### config.mk
export PLATFORM = sky130hd
export DESIGN_NAME = adc_conditioner
export DESIGN_NICKNAME = d
export VERILOG_FILES = /design/src/rtl/adc_conditioner.sv
export SDC_FILE = /design/constraint.sdc
export NUM_CORES = 1
export LEC_CHECK = 0
export BUFFER_PORTS_ARGS = -buffer_cell sky130_fd_sc_hd__buf_2
export CAP_MARGIN = 20
export CORE_MARGIN = 10
export CORE_UTILIZATION = 58
export DETAILED_ROUTE_END_ITERATION = 12
export GPL_ROUTABILITY_DRIVEN = 0
export PLACE_DENSITY = 0.79
export SLEW_MARGIN = 20
export SYNTH_ARGS = -nofsm -noshare
export SYNTH_HDL_FRONTEND = slang
export SYNTH_SLANG_ARGS = --single-unit
### constraint.sdc
create_clock -name clk -period 3.3 [get_ports clk]
set_input_delay 0.66 -clock clk [delete_from_list [all_inputs] [get_ports clk]]
set_output_delay 0.66 -clock clk [all_outputs]
set_load 0.02 [all_outputs]
### src/rtl/adc_conditioner.sv
// adc_conditioner: samples the accel pedal and light sensor ADC codes on a
//    periodic tick, filters them, maps accel to throttle percent and derives a
//    debounced day/night flag.
// Latency: outputs and sample_valid appear 3 clocks after the capture edge.
// Backpressure: none; the tick is free-running and results hold until the next pulse.
//
// Ports:
//    clk, rst            single clock; synchronous active-high reset
//    adc_accel, adc_cds  quasi-static 8-bit ADC codes (no strobe)
//    accel_filt,cds_filt filtered codes
//    throttle_pct        0..100 throttle request
//    night_mode          1 = dark, headlights requested
//    sample_valid        one-clock strobe, all outputs refreshed together
//
// Build option: define ADC_CONDITIONER_FILTER_EN for the 8-tap moving average.
// Without it the filtered outputs carry the raw captured samples; FSM timing
// is identical either way.
module adc_conditioner #(
   parameter int SAMPLE_DIV = 50000,
   parameter int DEADZONE   = 16,
   parameter int ACCEL_MAX  = 250,
   parameter int NIGHT_ON   = 60,
   parameter int NIGHT_OFF  = 90,
   parameter int DEBOUNCE   = 4
) (
   input  logic       clk,
   input  logic       rst,
   input  logic [7:0] adc_accel,
   input  logic [7:0] adc_cds,
   output logic [7:0] accel_filt,
   output logic [7:0] cds_filt,
   output logic [6:0] throttle_pct,
   output logic       night_mode,
   output logic       sample_valid
);

   localparam int CNT_W = $clog2(SAMPLE_DIV);
   localparam int DB_W  = $clog2(DEBOUNCE + 1);

   localparam logic [CNT_W-1:0] TICK_LAST = CNT_W'(SAMPLE_DIV - 1);
   localparam logic [7:0]       DZ        = 8'(DEADZONE);
   localparam logic [7:0]       AMAX      = 8'(ACCEL_MAX);
   localparam logic [7:0]       N_ON      = 8'(NIGHT_ON);
   localparam logic [7:0]       N_OFF     = 8'(NIGHT_OFF);
   localparam logic [DB_W-1:0]  DB_MAX    = DB_W'(DEBOUNCE);

   typedef enum logic [1:0] {IDLE, CAPTURE, COMPUTE, UPDATE} state_t;

   state_t           state, state_nxt;
   logic [CNT_W-1:0] tick_cnt;
   logic             tick;
   logic             capture_en;
   logic [7:0]       cap_accel, cap_cds;
   logic [7:0]       filt_accel, filt_cds;
   logic [14:0]      accel_x100;
   logic [6:0]       thr_calc, thr_q;
   logic [DB_W-1:0]  dark_cnt, light_cnt;

   // Free-running sample tick.
   assign tick = (tick_cnt == TICK_LAST);

   always_ff @(posedge clk) begin
      if (rst)       tick_cnt <= '0;
      else if (tick) tick_cnt <= '0;
      else           tick_cnt <= tick_cnt + CNT_W'(1);
   end

   always_ff @(posedge clk) begin
      if (rst) state <= IDLE;
      else     state <= state_nxt;
   end

   always_comb begin
      state_nxt = state;
      case (state)
         IDLE:    if (tick) state_nxt = CAPTURE;
         CAPTURE: state_nxt = COMPUTE;
         COMPUTE: state_nxt = UPDATE;
         UPDATE:  state_nxt = IDLE;
         default: state_nxt = IDLE;
      endcase
   end

   // Both channels are latched on the edge that moves the FSM into CAPTURE,
   // so they always come from the same clock edge and stay stable until the
   // next tick.
   assign capture_en = (state == IDLE) && tick;

   always_ff @(posedge clk) begin
      if (rst) begin
         cap_accel <= '0;
         cap_cds   <= '0;
      end else if (capture_en) begin
         cap_accel <= adc_accel;
         cap_cds   <= adc_cds;
      end
   end

`ifdef ADC_CONDITIONER_FILTER_EN
   logic [7:0]  buf_accel [8];
   logic [7:0]  buf_cds   [8];
   logic [10:0] sum_accel, sum_cds;
   logic [2:0]  wr_ptr;
   logic        primed;

   // Running sum of the last 8 samples. The first sample after reset fills the
   // whole window so the average starts at that value instead of ramping from 0.
   always_ff @(posedge clk) begin
      if (rst) begin
         for (int i = 0; i < 8; i++) begin
            buf_accel[i] <= '0;
            buf_cds[i]   <= '0;
         end
         sum_accel <= '0;
         sum_cds   <= '0;
         wr_ptr    <= '0;
         primed    <= 1'b0;
      end else if (state == CAPTURE) begin
         if (!primed) begin
            for (int i = 0; i < 8; i++) begin
               buf_accel[i] <= cap_accel;
               buf_cds[i]   <= cap_cds;
            end
            sum_accel <= {cap_accel, 3'b000};
            sum_cds   <= {cap_cds, 3'b000};
            primed    <= 1'b1;
         end else begin
            sum_accel         <= sum_accel + {3'b000, cap_accel} - {3'b000, buf_accel[wr_ptr]};
            sum_cds           <= sum_cds + {3'b000, cap_cds} - {3'b000, buf_cds[wr_ptr]};
            buf_accel[wr_ptr] <= cap_accel;
            buf_cds[wr_ptr]   <= cap_cds;
            wr_ptr            <= wr_ptr + 3'd1;
         end
      end
   end

   assign filt_accel = sum_accel[10:3];
   assign filt_cds   = sum_cds[10:3];
`else
   assign filt_accel = cap_accel;
   assign filt_cds   = cap_cds;
`endif

   // filt*100 peaks at 25500, inside 15 bits; >>8 approximates /2.56.
   assign accel_x100 = {7'b0, filt_accel} * 15'd100;

   always_comb begin
      thr_calc = accel_x100[14:8];
      if (filt_accel <= DZ)        thr_calc = 7'd0;
      else if (filt_accel >= AMAX) thr_calc = 7'd100;
   end

   always_ff @(posedge clk) begin
      if (rst) begin
         thr_q     <= '0;
         dark_cnt  <= '0;
         light_cnt <= '0;
      end else if (state == COMPUTE) begin
         thr_q <= thr_calc;
         if (filt_cds < N_ON) begin
            dark_cnt  <= (dark_cnt == DB_MAX) ? DB_MAX : dark_cnt + DB_W'(1);
            light_cnt <= '0;
         end else if (filt_cds > N_OFF) begin
            light_cnt <= (light_cnt == DB_MAX) ? DB_MAX : light_cnt + DB_W'(1);
            dark_cnt  <= '0;
         end else begin
            dark_cnt  <= '0;
            light_cnt <= '0;
         end
      end
   end

   always_ff @(posedge clk) begin
      if (rst) begin
         accel_filt   <= '0;
         cds_filt     <= '0;
         throttle_pct <= '0;
         night_mode   <= 1'b0;
         sample_valid <= 1'b0;
      end else begin
         sample_valid <= 1'b0;
         if (state == UPDATE) begin
            accel_filt   <= filt_accel;
            cds_filt     <= filt_cds;
            throttle_pct <= thr_q;
            sample_valid <= 1'b1;
            if (dark_cnt == DB_MAX)       night_mode <= 1'b1;
            else if (light_cnt == DB_MAX) night_mode <= 1'b0;
         end
      end
   end

endmodule
After elaboration in Yosys (flattened, before gate mapping)
Cells that the tools add are included.
- $add $sub $neg: 3
- $mul: 1
- magnitude comparators: 4
- eq/ne operators: 7
- muxes and demuxes: 12
- reduce and logical (&&, ||, !) cells: 5
- operators by type and width (kind ; count):
    adder 16 x 1 -> 16 bit (second input constant) ; 1
    == test 16 bit (second input constant) ; 1
    2-to-1 mux 3 bit ; 5
    2-to-1 mux 7 bit ; 2
    multiplier 8 x 5 -> 13 bit (second input constant) ; 1
    greater-or-equal comparator 8 bit (second input constant) ; 1
    > comparator 8 x 7 -> 1 bit (second input constant) ; 1
    less-or-equal comparator 8 x 5 -> 1 bit (second input constant) ; 1
    less-than comparator 8 x 6 -> 1 bit (second input constant) ; 1
    case mux 2 bit (4 select lines) ; 1
    adder 3 x 1 -> 3 bit (second input constant) ; 2
    == test 3 bit (second input constant) ; 2
    == test 2 bit (second input constant) ; 2
    2-to-1 mux 1 bit ; 3
    == test 2 x 1 -> 1 bit (second input constant) ; 1
    zero test 2 bit ; 1
    2-to-1 mux 2 bit ; 1
    != test 2 bit (second input constant) ; 1
    AND reduction 2 bit ; 1
    nonzero test 2 bit ; 1
    OR reduction 2 bit ; 1
    logical AND 1 bit ; 1
- register bits after elaboration: 72
- output and inout bits: 25
- logic and storage cells: 44

Depth between registers and ports, before layout
Gate-level depths: netlist of the first run.
- word-level depth: 4
- gate-level depth with buffers: 12
- depth with buffers taken out: 12

Worst setup path after synthesis of the first run
No wires, ideal clock.
- path kind: reg2reg
- start: register cap_accel[3]
- end: register thr_q[4]
- library setup time: 0.117 ns
- arrival time: 2.767 ns
- required time: 3.183 ns
- path slack: 0.417 ns
- stages on the path, launching flop included: 11
- period minus slack after synthesis: 2.883 ns
- path through: dfxtp_1 inv_1 ha_1 ha_1 fa_1 ha_1 nor3_1 a211oi_1 a31oi_1 xnor2_1 a22o_1
- word-level cells in the longest chain between the ends: 3
- ends and longest elaborated chain (what ; RTL line ; source):
    start: declaration ; 53 ; logic [7:0] cap_accel, cap_cds;
    start signal: assignment ; 94 ; cap_accel <= adc_accel;
    multiplier 8 x 5 -> 13 bit or greater-or-equal comparator 8 bit (tied branches) ; 145, 150 ;
    2-to-1 mux 7 bit ; 150 ; else if (filt_accel >= AMAX) thr_calc = 7'd100;
    2-to-1 mux 7 bit * ; 149 ; if (filt_accel <= DZ) thr_calc = 7'd0;
    end signal: assignment ; 159 ; thr_q <= thr_calc;
    end: declaration ; 56 ; logic [6:0] thr_calc, thr_q;
Every way passes the cells marked *; elsewhere a longest branch is shown, timed or not.
A chain may end at the register's enable or synchronous reset.

Worst setup path in the final report of the first run
- start: register cap_accel[4]
- end: register thr_q[6]
The elaborated chain is that of the path after synthesis.

==> reports/results.tsv, run 1 <==
metric	value	unit
post-synthesis sequential area ratio	0.390	
All-Layer GR Usage	0.156	
sequential power share	0.507	
DIE WIDTH	99.8	um
largest family of logic cells by synthesized area	simple AND/OR/NAND/NOR gates	
CP max-delay cell	fa_1	
WHS Path Cells	2	
CTS tree	built	
Sw Pwr	0.410	mW
area share of the largest cell type after synthesis	0.390	
clock skew	9.71	ps
Diodes inserted	0	
Area Growth Syn to Fin	13.4	%
wire length per cell	14.3	um
combinational power share	0.051	
CP top delay family	adder cells	
drt first pass iters	5	
Gate Count Post-Synth	392	
Worst Path Arrival	3260	ps
Detail Placement HPWL	5490	um
CORE AREA	6280	um2
met2 global-route usage	0.275	
leakage	1.81	nW
Hold Crit Start	thr_q[1]	
Ys Warns	0	
final WL	7450	um
Synthesized Nets	456	
Synth cell types	47	
unrepaired setup endpoints after global routing	false	
die area	9960	um2
switching share of total power	0.235	
setup repair bufs after CTS	0	
nets	501	
global route hottest layer	met2	
simple-gate share of the synthesized area	0.161	
crit path buf inv count	3	
most frequent CP cell	ha_1	
Post-Synth Adder-Cell Area	0.160	
Max Clk Rate	0.333	GHz
synthesized area per cell	9.42	um2
Reg clk slew, reported paths	80	ps
Compound-Gate Fraction of Synth Area	0.0840	
Root Buffer	clkbuf_8	
Area contributors post-synth	dfxtp_1, ha_1, mux2i_1	
worst min-delay path category	flip-flop to flip-flop	
fin. max-slew vios	0	
final setup vio count	0	
Hold Slack	458	ps
CTS Buf Count	9	
vias in the first global route	2835	
Cell Chain, Critical Path	ha_1, ha_1, inv_1, fa_1, inv_1, ha_1, nor2_1, a211oi_1, buf_4, a31oi_1, xnor2_1, a221oi_1	
initial core utilization	0.588	
status	finished, final reports clean	
worst flop-to-flop path startpoint	cap_accel[4]	
TritonCTS Sinks	72	
CTS max path bufs	2	
detail-routed via count per cell	5.43	
design area	4190	um2
setup tns final	0	ps
Crit. End Element	flip-flop	
power after layout	1.75	mW
critical path's largest stage delay	500	ps
Tcrit/Tclk final	0.909	
initial detailed-routing violation count	68	
R2R depth	12	
placement-stage cell area	3960	um2
met1 usage	0.171	
Synth Cell Area	3690	um2
Power Density	418	nW/um2
worst vdd ir	0.290	mV
r2r endpoint	thr_q[6]	
# rows	29	
Crit path required time	3560	ps
die height	99.8	um
H-tree Lvls	3	
Worst-Skew Late Latency	360	ps
cell taking the most area after synthesis	dfxtp_1	
remaining global-route overflow	0	
CP Max Fanout	7	
MaxCap Viol Count	0	
Hold Path Sink	thr_q[1]	
io pins	43	
multiplexer area fraction after synthesis	0.108	
DR DRC count	0	
largest net degree at the start of global routing	30	
P_int	1.34	mW
post-route ant nets	0	
final hold vios	0	
Crit Path Class	flip-flop to flip-flop	
first-pass GRT wire length	12800	um
via count	2816	
Synth Area in XOR/XNOR	0.0451	
Setup crit start kind	flip-flop	
post-synthesis register bit count	72	
slew margin rel.	0.477	
layout cells sized above 1	0.167	
initial antenna violation count	0	
met3 GRT Util	0.0446	
minimum clock period	3000	ps
worst reg-to-reg setup slack	300	ps
Port Buffer Count	42	
Worst-Margin Slew	781	ps
clock share of power	0.442	
[area by class of cell]
type | instances | area, um2
inverter | 30 | 113
fill | 494 | 2090
clock inverter | 7 | 93.8
timing repair buffer | 47 | 248
multi-input combinational | 277 | 2070
tap | 77 | 96.3
sequential | 72 | 1440
clock buffer | 9 | 124
[cell usage after synthesis, drive strengths merged]
cell and n:
nor2 67, fa 2, a211oi 4, o31ai 1, nand3 11, o21ai 5
mux2i 40, a22o 2, nor2b 1, or3 1, nor3b 1, or2 1
o21bai 2, a31oi 3, xor2 3, a21boi 1, o41ai 2, nand4 6
nor4b 1, a41oi 1, or4 1, or3b 1, o311a 1, buf 6
a21oi 19, a32oi 1, dfxtp 72, clkinv 1, nor3 10, and3 2
a221oi 1, clkbuf 7, nor4 1, nand2 21, o22ai 1, ha 44
a21o 1, inv 29, nand3b 2, xnor2 16
[power groups by stage]
stage	combinational, mW	sequential [mW]	clock [mW]
global route	0.104	0.887	0.814
global placement	0.0850	0.906	0
CTS	0.0910	0.886	0.784
floorplan	0.0661	0.905	0
detailed placement	0.0892	0.906	0
finish	0.0897	0.886	0.772
[placed cells by master, fill, tap and decap left out, types with 3 or more instances in the layout]
| cell type | n |
|---|---|
| dfxtp_1 | 71 |
| nor2_1 | 67 |
| ha_1 | 44 |
| buf_2 | 42 |
| mux2i_1 | 40 |
| inv_1 | 29 |
| nand2_1 | 21 |
| a21oi_1 | 19 |
| xnor2_1 | 16 |
| nand3_1 | 10 |
| clkbuf_8 | 9 |
| nor3_1 | 8 |
| nand4_1 | 6 |
| buf_4 | 5 |
| a211oi_1 | 4 |
| xor2_1 | 3 |
| o21ai_0 | 3 |
| a31oi_1 | 3 |
[kinds of logic (layout without fill, tap and decap cells)]
group,after synthesis,after routing
adders and majority gates,46,46
AOI/OAI and AO/OA,45,45
and+or+nand+nor,127,127
DFF,72,72
xor gates and xnor gates,19,19
muxes,40,40
buffers and inverters,43,93
[worst register-to-register path: cells and delay by family (launching register included)]
family | cells | cell delay (ps)
buffers and inverters | 3 | 260
AOI/OAI and AO/OA | 3 | 590
adders and majority gates | 4 | 1380
xor gates and xnor gates | 1 | 140
DFF | 1 | 470
and+or+nand+nor | 1 | 60
[per-layer routing]
layer  vias up  share of wire
met1      1341           0.43
li1       1428              -
met2        33           0.52
met3        14          0.035
met4         0          0.021
met5         -              0
[worst max path at each step]
stage                  from       end  depth (start not counted)
2_1_floorplan  cap_accel[3]  thr_q[4]                         10
3_3_place_gp   cap_accel[3]  thr_q[6]                         11
3_5_place_dp   cap_accel[3]  thr_q[6]                         11
4_1_cts        cap_accel[3]  thr_q[6]                         11
5_1_grt        cap_accel[2]  thr_q[6]                         11
6_report       cap_accel[4]  thr_q[6]                         12
[sequential cells by signal, indices dropped and copies added, names as in the netlist]
name	flops
accel_filt	8
cap_accel	8
cap_cds	8
cds_filt	8
dark_cnt	3
light_cnt	3
night_mode	1
sample_valid	1
state	2
thr_q	7
throttle_pct	7
tick_cnt	16
[per-stage QoR]
stage | instances | setup WS [ps] | util
final | 519 | 300 | 0.667
after global routing | 519 | 67.3 | 0.667
after CTS | 519 | 209 | 0.666
after detailed placement | 503 | 232 | 0.631
after global placement | 503 | 385 | 0.631
after floorplan | 392 | 417 | -
[what timing repair did]
action / in CTS / in global routing
hold buffers: 0 / 0
resized for setup: 0 / 2
setup endpoints to repair: 0 / 1
Power figures use the tool's default switching activity.
==> run 2, diff against run 1 <==
--- a/config.mk
+++ b/config.mk
@@ -5,13 +5,15 @@
 export SDC_FILE = /design/constraint.sdc
 export NUM_CORES = 1
 export LEC_CHECK = 0
-export BUFFER_PORTS_ARGS = -buffer_cell sky130_fd_sc_hd__buf_2
 export CAP_MARGIN = 20
+export CELL_PAD_IN_SITES_DETAIL_PLACEMENT = 1
+export CELL_PAD_IN_SITES_GLOBAL_PLACEMENT = 1
 export CORE_MARGIN = 10
-export CORE_UTILIZATION = 58
+export CORE_UTILIZATION = 49
 export DETAILED_ROUTE_END_ITERATION = 12
+export DONT_BUFFER_PORTS = 1
 export GPL_ROUTABILITY_DRIVEN = 0
-export PLACE_DENSITY = 0.79
+export PLACE_DENSITY_LB_ADDON = 0.1
 export SLEW_MARGIN = 20
 export SYNTH_ARGS = -nofsm -noshare
 export SYNTH_HDL_FRONTEND = slang
==> reports/results.tsv, run 2 (synthesized netlist as in run 1, its figures left out) <==
metric	value	unit
Power Density	433	nW/um2
hold-fix buffers at CTS	0	
P_int	1.33	mW
detail-routed via count per cell	5.36	
clock skew	12.2	ps
crit path buf inv count	2	
Finished Core Util	0.548	
WHS Path Cells	1	
initial core utilization	0.506	
Sw Pwr	0.395	mW
MaxCap Viol Count	0	
first-pass GRT wire length	13900	um
Max Clk Rate	0.331	GHz
combinational power share	0.039	
Crit Path Class	flip-flop to flip-flop	
nets	458	
worst flop-to-flop path startpoint	cap_accel[2]	
Root Buffer	clkbuf_8	
post-route ant nets	0	
worst vdd ir	0.226	mV
CP Max Fanout	5	
placement-stage cell area	3770	um2
Filler cells	846	
CP max-delay cell	fa_1	
most frequent cells in the layout	dfxtp_1, nor2_1, ha_1	
final WL	8330	um
Crit. End Element	flip-flop	
clock share of power	0.448	
Reg clk slew, reported paths	80	ps
final setup vio count	0	
CTS tree	built	
io pins	43	
via count	2671	
sequential power share	0.513	
vias in the first global route	2795	
wire length per cell	16.7	um
Crit path required time	3540	ps
commonest non-fill, non-tap cell in the layout	dfxtp_1	
R2R depth	11	
largest register by flop count	tick_cnt	
CP top delay family	adder cells	
Tcrit/Tclk final	0.916	
leakage	1.60	nW
Worst Path Arrival	3260	ps
Place WS	215	ps
Worst-Skew Late Latency	340	ps
fin. max-slew vios	0	
Setup crit start kind	flip-flop	
CORE AREA	7290	um2
Non-Filler Instances	498	
# rows	31	
die height	107	um
Port Buffer Count	0	
Critical Path Start	cap_accel[2]	
placed instance count	482	
slew margin rel.	0.437	
die area	11400	um2
Detail Placement HPWL	6010	um
layout cells sized above 1	0.0752	
worst reg-to-reg setup slack	280	ps
unrepaired setup endpoints after global routing	false	
setup tns final	0	ps
max FFs per register	16	
status	finished, final reports clean	
worst min-delay path category	primary input to flip-flop	
critical path's largest stage delay	470	ps
largest net degree at the start of global routing	58	
remaining global-route overflow	0	
Cell Chain, Critical Path	inv_1, ha_1, ha_1, fa_1, ha_1, nor3_1, a211oi_1, buf_4, a31oi_1, xnor2_1, a221oi_1	
final hold vios	0	
switching share of total power	0.229	
design area	3990	um2
CTS max path bufs	2	
Hold Path Sink	throttle_pct[3]	
most frequent CP cell	ha_1	
Worst-Margin Slew	841	ps
DR DRC count	0	
H-tree Lvls	3	
Hold Crit Start	rst	
DIE WIDTH	107	um
initial antenna violation count	0	
CTS Buf Count	9	
Final WS setup	278	ps
r2r endpoint	thr_q[6]	
Area Growth Syn to Fin	8.13	%
minimum clock period	3020	ps
TritonCTS Sinks	72	
drt first pass iters	6	
Diodes inserted	0	
All-Layer GR Usage	0.150	
initial detailed-routing violation count	67	
[run 2: worst max path at each step]
stage                    end  depth (start not counted)
global placement    thr_q[6]                         11
CTS                 thr_q[6]                         11
global route        thr_q[6]                         11
detailed placement  thr_q[6]                         11
floorplan           thr_q[4]                         10
finish              thr_q[6]                         11
[run 2: cell type report]
| class | count | area (um2) | area share |
|---|---|---|---|
| inverter | 30 | 113 | 0.0282 |
| clock inverter | 7 | 96.3 | 0.0241 |
| clock buffer | 9 | 124 | 0.0310 |
| multi-input combinational | 277 | 2060 | 0.517 |
| sequential | 72 | 1440 | 0.361 |
| timing repair buffer | 4 | 30.0 | 0.00752 |
| tap | 99 | 124 | 0.0310 |
[run 2: metal layers]
layer / vias to the layer above / track usage / routed length [um]
met5: - / 0 / 0
met4: 0 / 0.0484 / 87
met3: 9 / 0.0449 / 344
met2: 35 / 0.271 / 4280
met1: 1284 / 0.164 / 3610
li1: 1343 / - / -
[run 2: power groups by stage]
stage               Sequential [mW]  Combinational, mW  Clock, mW
CTS                           0.886             0.0694      0.796
detailed placement            0.907             0.0690          0
global route                  0.888             0.0796      0.822
global placement              0.906             0.0661          0
floorplan                     0.905             0.0661          0
finish                        0.886             0.0679      0.773
[run 2: timing repair]
action | 4_1_cts | 5_1_grt
buffers inserted | 0 | 0
setup endpoints to repair | 0 | 1
resized for setup | 0 | 1
[run 2: through the flow]
stage,total power [mW],hold WS (ps)
after floorplan,0.971,425
after global placement,0.972,446
after detailed placement,0.976,451
after CTS,1.75,360
after global routing,1.79,362
final,1.73,375
